==> src/rtl/if_fetch_unit_if.sv <==
// Fetch-stage signal bundle: stall vector, decode redirect, IF/ID bus, instruction SRAM request.
// Latency: none; wires only.
// Backpressure: stall vector from the pipeline controller freezes the fetch side.

`ifndef StallBus
`define StallBus 6
`endif
`ifndef BR_WD
`define BR_WD 33
`endif
`ifndef IF_TO_ID_WD
`define IF_TO_ID_WD 33
`endif
`ifndef Stop
`define Stop 1'b1
`endif
`ifndef NoStop
`define NoStop 1'b0
`endif

interface if_fetch_unit_if;
    // Pipeline stall vector; one bit per stage.
    logic [`StallBus-1:0]    stall;
    // {br_e, br_addr} redirect from decode.
    logic [`BR_WD-1:0]       br_bus;
    // {ce, pc} towards decode.
    logic [`IF_TO_ID_WD-1:0] if_to_id_bus;
    // Instruction SRAM request (read-only port usage).
    logic                    inst_sram_en;
    logic [3:0]              inst_sram_wen;
    logic [31:0]             inst_sram_addr;
    logic [31:0]             inst_sram_wdata;
    // Fetch address error flag.
    logic                    if_adel;

    // Fetch unit side.
    modport master (
        input  stall,
        input  br_bus,
        output if_to_id_bus,
        output inst_sram_en,
        output inst_sram_wen,
        output inst_sram_addr,
        output inst_sram_wdata,
        output if_adel
    );

    // Environment side (decode stage, SRAM, stall controller).
    modport slave (
        output stall,
        output br_bus,
        input  if_to_id_bus,
        input  inst_sram_en,
        input  inst_sram_wen,
        input  inst_sram_addr,
        input  inst_sram_wdata,
        input  if_adel
    );
endinterface

==> src/rtl/if_fetch_unit.sv <==
// MIPS instruction fetch: holds the PC, issues the SRAM read, latches redirects seen during stalls.
// Latency: redirect sampled at an unstalled edge becomes pc/SRAM address right after that edge.
// Backpressure: stall[STALL_BIT] freezes pc/ce; redirects arriving meanwhile are held until release.
// Optional macro IF_ADEL_CHECK_EN enables the misaligned-fetch (AdEL) flag and SRAM gating.

`ifndef StallBus
`define StallBus 6
`endif
`ifndef BR_WD
`define BR_WD 33
`endif
`ifndef IF_TO_ID_WD
`define IF_TO_ID_WD 33
`endif
`ifndef Stop
`define Stop 1'b1
`endif
`ifndef NoStop
`define NoStop 1'b0
`endif

module if_fetch_unit #(
    parameter logic [31:0] RESET_PC  = 32'hBFBF_FFFC,
    parameter int          STALL_BIT = 0
) (
    input  logic          clk,
    input  logic          rst,
    if_fetch_unit_if.master bus
);

    // Architectural fetch state.
    logic [31:0] pc_r;
    logic        ce_r;

    // A redirect that arrived while IF was stalled; replayed on release.
    logic        pend_v;
    logic [31:0] pend_addr;

    // Decoded redirect and stall inputs.
    logic        br_e;
    logic [31:0] br_addr;
    logic        stall_if;
    logic [31:0] next_pc;
    logic        adel;

    assign br_e     = bus.br_bus[32];
    assign br_addr  = bus.br_bus[31:0];
    assign stall_if = bus.stall[STALL_BIT];

    // Only one stall bit matters here; the rest of the vector belongs to later stages.
    logic unused_stall_bits;
    assign unused_stall_bits = ^bus.stall;

    // Next PC selection: a live redirect beats a remembered one, which beats sequential fetch.
    // The +4 wraps silently at the top of the address space.
    always_comb begin
        next_pc = pc_r + 32'd4;
        if (br_e) begin
            next_pc = br_addr;
        end else if (pend_v) begin
            next_pc = pend_addr;
        end
    end

    // PC, fetch-valid and pending-redirect registers; reset drops any pending redirect.
    always_ff @(posedge clk or posedge rst) begin
        if (rst) begin
            pc_r      <= RESET_PC;
            ce_r      <= 1'b0;
            pend_v    <= 1'b0;
            pend_addr <= 32'h0;
        end else if (stall_if == `NoStop) begin
            ce_r   <= 1'b1;
            pc_r   <= next_pc;
            pend_v <= 1'b0;
        end else if (br_e) begin
            // The latest redirect seen during a stall wins.
            pend_v    <= 1'b1;
            pend_addr <= br_addr;
        end
    end

`ifdef IF_ADEL_CHECK_EN
    // Misaligned fetch: flag it and suppress the SRAM access, but keep pc visible to decode.
    assign adel = ce_r & (pc_r[1:0] != 2'b00);
`else
    // Alignment is not checked in this build.
    logic unused_pc_low;
    assign unused_pc_low = ^pc_r[1:0];
    assign adel = 1'b0;
`endif

    // Outputs are pure functions of registered state.
    assign bus.if_adel         = adel;
    assign bus.inst_sram_en    = ce_r & ~adel;
    assign bus.inst_sram_wen   = 4'b0000;
    assign bus.inst_sram_addr  = pc_r;
    assign bus.inst_sram_wdata = 32'h0;
    assign bus.if_to_id_bus    = {ce_r, pc_r};

endmodule
==> src/flat_wrapper.sv <==
// flat-port wrapper written by rule: the top's interface ports become plain ports
module if_fetch_unit_flat 
#(
    parameter logic [31:0] RESET_PC  = 32'hBFBF_FFFC,
    parameter int          STALL_BIT = 0
)
  (clk, rst, bus_stall, bus_br_bus, bus_if_to_id_bus, bus_inst_sram_en, bus_inst_sram_wen, bus_inst_sram_addr, bus_inst_sram_wdata, bus_if_adel);
  if_fetch_unit_if bus_i ();
  input  logic clk;
  input  logic rst;
  input wire logic [$bits(bus_i.stall)-1:0] bus_stall;
  input wire logic [$bits(bus_i.br_bus)-1:0] bus_br_bus;
  output wire logic [$bits(bus_i.if_to_id_bus)-1:0] bus_if_to_id_bus;
  output wire logic [$bits(bus_i.inst_sram_en)-1:0] bus_inst_sram_en;
  output wire logic [$bits(bus_i.inst_sram_wen)-1:0] bus_inst_sram_wen;
  output wire logic [$bits(bus_i.inst_sram_addr)-1:0] bus_inst_sram_addr;
  output wire logic [$bits(bus_i.inst_sram_wdata)-1:0] bus_inst_sram_wdata;
  output wire logic [$bits(bus_i.if_adel)-1:0] bus_if_adel;
  assign bus_i.stall = bus_stall;
  assign bus_i.br_bus = bus_br_bus;
  assign bus_if_to_id_bus = bus_i.if_to_id_bus;
  assign bus_inst_sram_en = bus_i.inst_sram_en;
  assign bus_inst_sram_wen = bus_i.inst_sram_wen;
  assign bus_inst_sram_addr = bus_i.inst_sram_addr;
  assign bus_inst_sram_wdata = bus_i.inst_sram_wdata;
  assign bus_if_adel = bus_i.if_adel;
  if_fetch_unit #(.RESET_PC(RESET_PC), .STALL_BIT(STALL_BIT)) u_core (.clk(clk), .rst(rst), .bus(bus_i));
endmodule
==> config.mk <==
export PLATFORM = sky130hd
export DESIGN_NAME = if_fetch_unit_flat
export DESIGN_NICKNAME = d
export VERILOG_FILES = /design/src/rtl/if_fetch_unit_if.sv /design/src/rtl/if_fetch_unit.sv /design/src/flat_wrapper.sv
export SDC_FILE = /design/constraint.sdc
export NUM_CORES = 1
export LEC_CHECK = 0
export BUFFER_PORTS_ARGS = -buffer_cell sky130_fd_sc_hd__buf_2
export CORE_MARGIN = 2
export CORE_UTILIZATION = 51
export DETAILED_ROUTE_END_ITERATION = 8
export PLACE_DENSITY_LB_ADDON = 0.3
export SYNTH_ARGS = -nofsm -noshare
export SYNTH_HDL_FRONTEND = slang
export SYNTH_SLANG_ARGS = --single-unit
==> constraint.sdc <==
create_clock -name clk -period 2.8 [get_ports clk]
set_input_delay 0.14 -clock clk [delete_from_list [all_inputs] [get_ports clk]]
set_output_delay 0.14 -clock clk [all_outputs]
set_load 0.005 [all_outputs]
==> results.md, run 1 <==
- Status: finished clean
- Final instance area: 0.004768 mm2
- Total gr overflow: 0
- Syn-to-layout area delta: 10.21%
- Setup crit start kind: flip-flop
- Prevailing post-synth register cell: dfrtp_1
- Cells after Synth: 475
- Area of placed instances: 0.004573 mm2
- Post-synth ARST share: 100.0%
- Global-route wire length before repair: 16.64 mm
- Post-CTS Resized: 0
- Flops & latches, synth: 66
- CTS Buffer Depth: 2
- FF-to-FF setup slack: 0.44 ns
- Max Freq: 424.6 MHz
- Most frequent cells in the layout: 101 x buf_2, 38 x dfrtp_1, 37 x conb_1
- CTS tree: done
- Layout cells sized above 1: 35.30%
- Routed wire length: 10.51 mm
- Hold Crit Class: in -> reg
- Die height: 96.11 um
- Setup Fix Bufs, Post-CTS: 0
- Pre-CTS WS: 0.4545 ns
- Worst Hold End: u_core.pend_addr[0]
- Combinational family with the most area after synthesis: simple AND/OR/NAND/NOR gates
- Post-synthesis adder-cell area fraction: 0.2892%
- Combinational power share: 22.3%
- CTS root buf: clkbuf_8
- Initial Utilization: 52.66%
- Worst setup margin: 0.4447 ns
- WL per Instance: 16.26 um
- Fin Setup TNS: 0 ns
- Yosys warns: 0
- Vias in the first global route: 3399
- Routed vias/inst: 5.811
- Ranking of synthesized cells by area: dfrtp_1 22%, dfstp_2 17%, buf_4 12%
- Row cnt: 33
- DRT iter0 DRCs: 220
- Worst-path maximum fanout: 8
- Fin. Hold Viols: 0
- First-pass iteration count of the detailed router: 6
- RSZ-0062 raised after global routing: false
- Width of the die: 96.11 um
- Total Routing Usage GR: 23.31%
- Average size of a mapped cell: 9.109 um2
- Ant diodes: 0
- Net total in the final layout: 578
- Worst EP arrival: 2.65 ns
- Hold_sp: bus_br_bus[0]
- Ports: 144
- Clock group share of total power: 29.2%
- Min Tclk post-route: 2.355 ns
- Largest net degree at the start of global routing: 38
- Die area: 0.009236 mm2
- Clock sink count: 66
- Area of the core: 0.008217 mm2
- Clock-pin slew on the worst setup and hold paths: 0.08 ns
- Clock buffer count from CTS: 9
- Reg2Reg Depth: 5
- Pwr Density: 566.9 mW/mm2
- Switching Power: 0.0008588 W
- Cell Area, Synth: 0.004327 mm2
- Worst hold path depth: 2
- CP max-delay cell: or4_1
- Clk_lat worst skew: 0.35 ns
- Synth Area in XOR/XNOR: 1.012%
- Cell internal pwr: 0.001844 W
- Simple logic cell fraction of the synthesized area: 17.64%
- CTS HTree Levels: 3
- Critical path class: reg -> reg
- Max-cap violation count: 0
- Fin crit share: 84.12%
- Pleak: 2.081 nW
- Crit-path max cell delay: 0.60 ns
- # setup viols final: 0
- Crit path capture type: flip-flop
- Final std cells w/o fill: 646
- Layout Skew: 0.008304 ns
- IO Port Bufs: 101
- Via count: 3754
- Sequential power share: 48.5%
- R2r endpoint: u_core.bus.inst_sram_addr[28]
- Count of different cell masters after synthesis: 53
- Detail Placement HPWL: 7.230 mm
- Slew headroom: 44.69%
- Cells after DPL: 629
- Post-synth top area cell: dfrtp_1
- Fillers: 786
- Peak VDD IR: 0.2863 mV
- Fin util: 58.03%
- Compound-Gate Fraction of Synth Area: 16.86%
- DRC viols: 0
- Yosys top cell area share: 21.98%
- Critical path, cell by cell: ha_1 > nand3_1 > or4_1 > or4_1 > nand3_1
- Worst r2r src: u_core.bus.inst_sram_addr[2]
- Switching Share: 31.77%
- Initial antenna violation count: 0
- Post-synth EDFFs: 0
- Worst slew pin tran: 0.8279 ns
- Routed Antenna Nets: 0
- Share of synthesized area spent on multiplexers: 8.704%
- Seq/Total Area, Yosys: 38.98%
- GP Congestion: 0.8446
- Max Slew Vio Count: 0
- Commonest non-fill, non-tap cell in the layout: buf_2
- Worst endpoint required time: 3.09 ns
## cells in the mapped netlist (2+ instances only)
cell type,instances
buf_4,70
dfrtp_1,38
a21oi_1,33
clkbuf_1,32
nand2_1,32
mux2_2,29
dfstp_2,28
o21ai_0,23
nand3_1,18
inv_1,16
nor2_1,16
nand4_1,10
nor3_1,10
nor4_1,10
nand3b_1,9
o211ai_1,9
nor2b_1,8
or4_1,7
a22oi_1,6
a221o_1,5
mux2i_1,5
o311ai_0,5
and3_1,4
o21a_1,4
xnor2_1,4
a2111oi_0,3
and4_1,3
o31ai_1,3
o41ai_1,3
or3_1,3
a22o_1,2
a311o_1,2
a31oi_1,2
nand2b_1,2
nor3b_1,2
o2bb2ai_1,2
## area by class of cell
type / count / area (um2) / area share (%)
Multi-Input combinational cell: 326 / 2064 / 43.30
Sequential cell: 66 / 1687 / 35.37
Timing Repair Buffer: 117 / 640.6 / 13.43
Tap cell: 105 / 131.4 / 2.755
Clock buffer: 10 / 127.6 / 2.676
Inverter: 16 / 60.06 / 1.260
Clock inverter: 6 / 57.56 / 1.207
## cells by family (layout without fill, tap and decap cells)
| family | Yosys count | count (layout) |
|---|---|---|
| and+or+nand+nor | 139 | 139 |
| muxes | 34 | 34 |
| AOI/OAI and AO/OA | 110 | 110 |
| adders and majority gates | 1 | 1 |
| buffers and inverters | 119 | 149 |
| other | 1 | 37 |
| xor gates and xnor gates | 5 | 5 |
| DFF | 66 | 66 |
## metrics by stage
| stage | power [W] | hold WS [ns] |
|---|---|---|
| global placement | 0.001900 | 0.3204 |
| global route | 0.002855 | 0.02481 |
| detailed placement | 0.001925 | 0.3309 |
| floorplan | 0.001772 | 0.2749 |
| CTS | 0.002712 | 0.02183 |
| finish | 0.002703 | 0.02994 |
## how the worst max path moves through the flow
stage | from | end | slack, ns | cells past startpoint
3_3_place_gp | u_core.bus.inst_sram_addr[3] | u_core.bus.inst_sram_addr[28] | 0.50 | 5
4_1_cts | u_core.bus.inst_sram_addr[2] | u_core.bus.inst_sram_addr[28] | 0.43 | 5
3_5_place_dp | u_core.bus.inst_sram_addr[2] | u_core.bus.inst_sram_addr[28] | 0.45 | 5
5_1_grt | u_core.bus.inst_sram_addr[6] | u_core.bus.inst_sram_addr[24] | 0.31 | 5
6_report | u_core.bus.inst_sram_addr[2] | u_core.bus.inst_sram_addr[28] | 0.44 | 5
2_1_floorplan | u_core.bus.inst_sram_addr[14] | u_core.bus.inst_sram_addr[29] | 0.76 | 5
## power groups by stage
| stage | clock, W | combinational, W | sequential, W |
|---|---|---|---|
| floorplan | 0 | 0.000488 | 0.00128 |
| global placement | 0 | 0.000590 | 0.00131 |
| detailed placement | 0 | 0.000601 | 0.00132 |
| CTS | 0.000799 | 0.000606 | 0.00131 |
| global route | 0.000841 | 0.000677 | 0.00134 |
| finish | 0.000789 | 0.000602 | 0.00131 |
## repair_timing
item	in CTS	in global routing
hold buffers	1	0
endpoints found under the hold margin	21	0
setup endpoints to repair	0	0
## registers in the layout, indices dropped and copies added (netlist names)
signal and count:
u_core.bus.inst_sram_en 1, u_core.bus.inst_sram_addr 32, u_core.pend_v 1, u_core.pend_addr 32
## routing by layer
layer / GRT usage [%] / wire, um / part of all wire [%]
met5: 0 / 0 / 0
met4: 7.976 / 159 / 1.5
met2: 38.37 / 5074 / 48
met3: 4.229 / 701 / 6.7
met1: 30.91 / 4572 / 44
## critical path: cells and delay by family (launching register included)
family,cells,cell delay (ns)
simple gates,4,1.52
fa+ha+maj,1,0.19
flops,1,0.59
Note: power is estimated with default switching activity, not from simulation.
==> run 2, diff against run 1 <==
==> constraint.sdc (replaced) <==
create_clock -name clk -period 2.4 [get_ports clk]
set_input_delay 0.12 -clock clk [delete_from_list [all_inputs] [get_ports clk]]
set_output_delay 0.12 -clock clk [all_outputs]
set_load 0.005 [all_outputs]
==> run 2 against run 1 <==
  * Fmax rose by 7.0%
  * Sequential power increased by 16%
  * Largest cell class unchanged
  * Sequential share of layout area fell by 0.37 points
  * Sequential cell count stayed put
  * Design area up 1.0%
  * Clock skew rose by 0.0029 ns
==> results.md, run 2 (synthesis results as in run 1) <==
- Status: finished clean
- Peak VDD IR: 0.4519 mV (+58%)
- Final instance area: 0.004818 mm2 (+1.0%)
- CTS Buffer Depth: 2 (unchanged)
- Clock sink count: 66 (unchanged)
- Switching Share: 30.52% (-1.3 points)
- Final std cells w/o fill: 648 (+0.31%)
- Routed wire length: 10.55 mm (+0.41%)
- Worst setup margin: 0.1997 ns (-0.2450 ns)
- Initial antenna violation count: 0 (unchanged)
- Pre-CTS WS: 0.2265 ns (-0.2280 ns)
- Die height: 96.11 um (unchanged)
- Pleak: 2.104 nW (+1.1%)
- Largest net degree at the start of global routing: 50 (+32%)
- Worst endpoint required time: 2.70 ns (-0.39 ns)
- Worst EP arrival: 2.50 ns (-0.15 ns)
- CTS tree: done
- Routed Antenna Nets: 0 (unchanged)
- Commonest non-fill, non-tap cell in the layout: buf_2
- Max Slew Vio Count: 0 (unchanged)
- Cell internal pwr: 0.002248 W (+22%)
- GP Congestion: 0.8609 (+1.9%)
- Row cnt: 33 (unchanged)
- Fin Setup TNS: 0 ns (unchanged)
- Fin crit share: 91.68% (+7.6 points)
- Routed vias/inst: 5.753 (-1.0%)
- Slew headroom: 45.58% (+0.88 points)
- RSZ-0062 raised after global routing: false
- Area of the core: 0.008217 mm2 (unchanged)
- Hold Crit Class: in -> reg
- First-pass iteration count of the detailed router: 4 (-2)
- IO Port Bufs: 101 (unchanged)
- Hold_sp: bus_br_bus[6]
- Post-CTS Resized: 0 (unchanged)
- Layout Skew: 0.01119 ns (+0.002886 ns)
- WL per Instance: 16.28 um (about the same)
- Clock group share of total power: 30.8% (+1.6 points)
- Area of placed instances: 0.004601 mm2 (+0.60%)
- Layout cells sized above 1: 35.36% (+0.054 points)
- Max Freq: 454.5 MHz (+7.0%)
- Ant diodes: 0 (unchanged)
- Worst-path maximum fanout: 9 (+1)
- Ports: 144 (unchanged)
- Switching Power: 0.0009875 W (+15%)
- DRC viols: 0 (unchanged)
- Width of the die: 96.11 um (unchanged)
- Clk_lat worst skew: 0.35 ns (about the same)
- CTS root buf: clkbuf_8
- Initial Utilization: 52.66% (unchanged)
- # setup viols final: 0 (unchanged)
- Worst r2r src: u_core.bus.inst_sram_addr[10]
- Via count: 3728 (-0.69%)
- Pwr Density: 671.5 mW/mm2 (+18%)
- Vias in the first global route: 3324 (-2.2%)
- CP Launch Point: u_core.bus.inst_sram_addr[10]
- Cells after DPL: 631 (+0.32%)
- Crit path capture type: flip-flop
- DRT iter0 DRCs: 314 (+43%)
- Fin. Hold Viols: 0 (unchanged)
- Setup crit start kind: flip-flop
- Detail Placement HPWL: 7.351 mm (+1.7%)
- Net total in the final layout: 580 (+0.35%)
- Min Tclk post-route: 2.200 ns (-0.1550 ns)
- CTS HTree Levels: 3 (unchanged)
- Clock-pin slew on the worst setup and hold paths: 0.08 ns (about the same)
- Cts hold-fix bufs: 1 (unchanged)
- Die area: 0.009236 mm2 (unchanged)
- Critical path class: reg -> reg
- Worst slew pin tran: 0.8147 ns (-0.01324 ns)
- Sequential power share: 47.1% (-1.4 points)
- Max-cap violation count: 0 (unchanged)
- Total Routing Usage GR: 23.50% (+0.19 points)
- Combinational power share: 22.1% (-0.2 points)
- Syn-to-layout area delta: 11.36%
- Global-route wire length before repair: 16.73 mm (+0.58%)
- Total gr overflow: 0 (unchanged)
- Most frequent cells in the layout: 101 x buf_2, 38 x dfrtp_1, 37 x conb_1
- Setup Fix Bufs, Post-CTS: 0 (unchanged)
- Clock buffer count from CTS: 9 (unchanged)
run 2: cell count changes in the layout (fill, tap and decap cells not counted):
cell        previous run  this run
clkinvlp_4             1         0
buf_12                 1         2
buf_4                 14        15
clkbuf_1               1         2
clkbuf_8               9        12
clkinv_2               4         1
run 2: worst paths after layout:
kind                                            endpoint  slack (ns)  depth (start not counted)
max                        u_core.bus.inst_sram_addr[28]        0.20                          4
min in group asynchronous  u_core.bus.inst_sram_addr[30]        0.43                          3
max reg2reg                u_core.bus.inst_sram_addr[28]        0.20                          4
min                                  u_core.pend_addr[6]        0.01                          2
min reg2reg                         u_core.pend_addr[27]        0.48                          2
max in group asynchronous  u_core.bus.inst_sram_addr[21]        1.26                          4
run 2: metrics by stage:
stage,total power [W],utilization (%),hold slack [ns]
6_report,0.003236,58.64,0.01401
4_1_cts,0.003251,58.64,0.004971
5_1_grt,0.003414,58.64,0.006952
3_5_place_dp,0.002252,55.99,0.2649
2_1_floorplan,0.002068,-,0.2549
3_3_place_gp,0.002223,55.99,0.2632
run 2: final cells by class:
cell class | count | area [um2]
clock inverters | 2 | 35.03
inverters | 16 | 60.06
repair buffers | 119 | 668.1
flip-flops and latches | 66 | 1687
clock buffers | 14 | 172.7
well taps | 105 | 131.4
fillers | 738 | 3398
multi-input cells | 326 | 2064
run 2: layer usage:
layer / track usage (%) / vias to the layer above / routed length, um / part of all wire, %
met5: 0 / - / 0 / 0
met1: 32.57 / 1794 / 4714 / 45
met2: 36.63 / 168 / 4941 / 47
met4: 6.786 / 0 / 126 / 1.2
met3: 5.638 / 11 / 767 / 7.3
li1: - / 1755 / - / -
run 2: critical path, cell delays in order (launching register included):
cell and delay (ns):
dfstp_2 0.62, nand4_1 0.19, or4_1 0.68, or4_1 0.56, nand3_1 0.09
run 2: power groups by stage:
stage / Combinational, W / Sequential (W) / Clock [W]
2_1_floorplan: 0.000570 / 0.00150 / 0
3_3_place_gp: 0.000695 / 0.00153 / 0
3_5_place_dp: 0.000715 / 0.00154 / 0
4_1_cts: 0.000719 / 0.00152 / 0.00101
5_1_grt: 0.000803 / 0.00155 / 0.00106
6_report: 0.000714 / 0.00152 / 0.000997
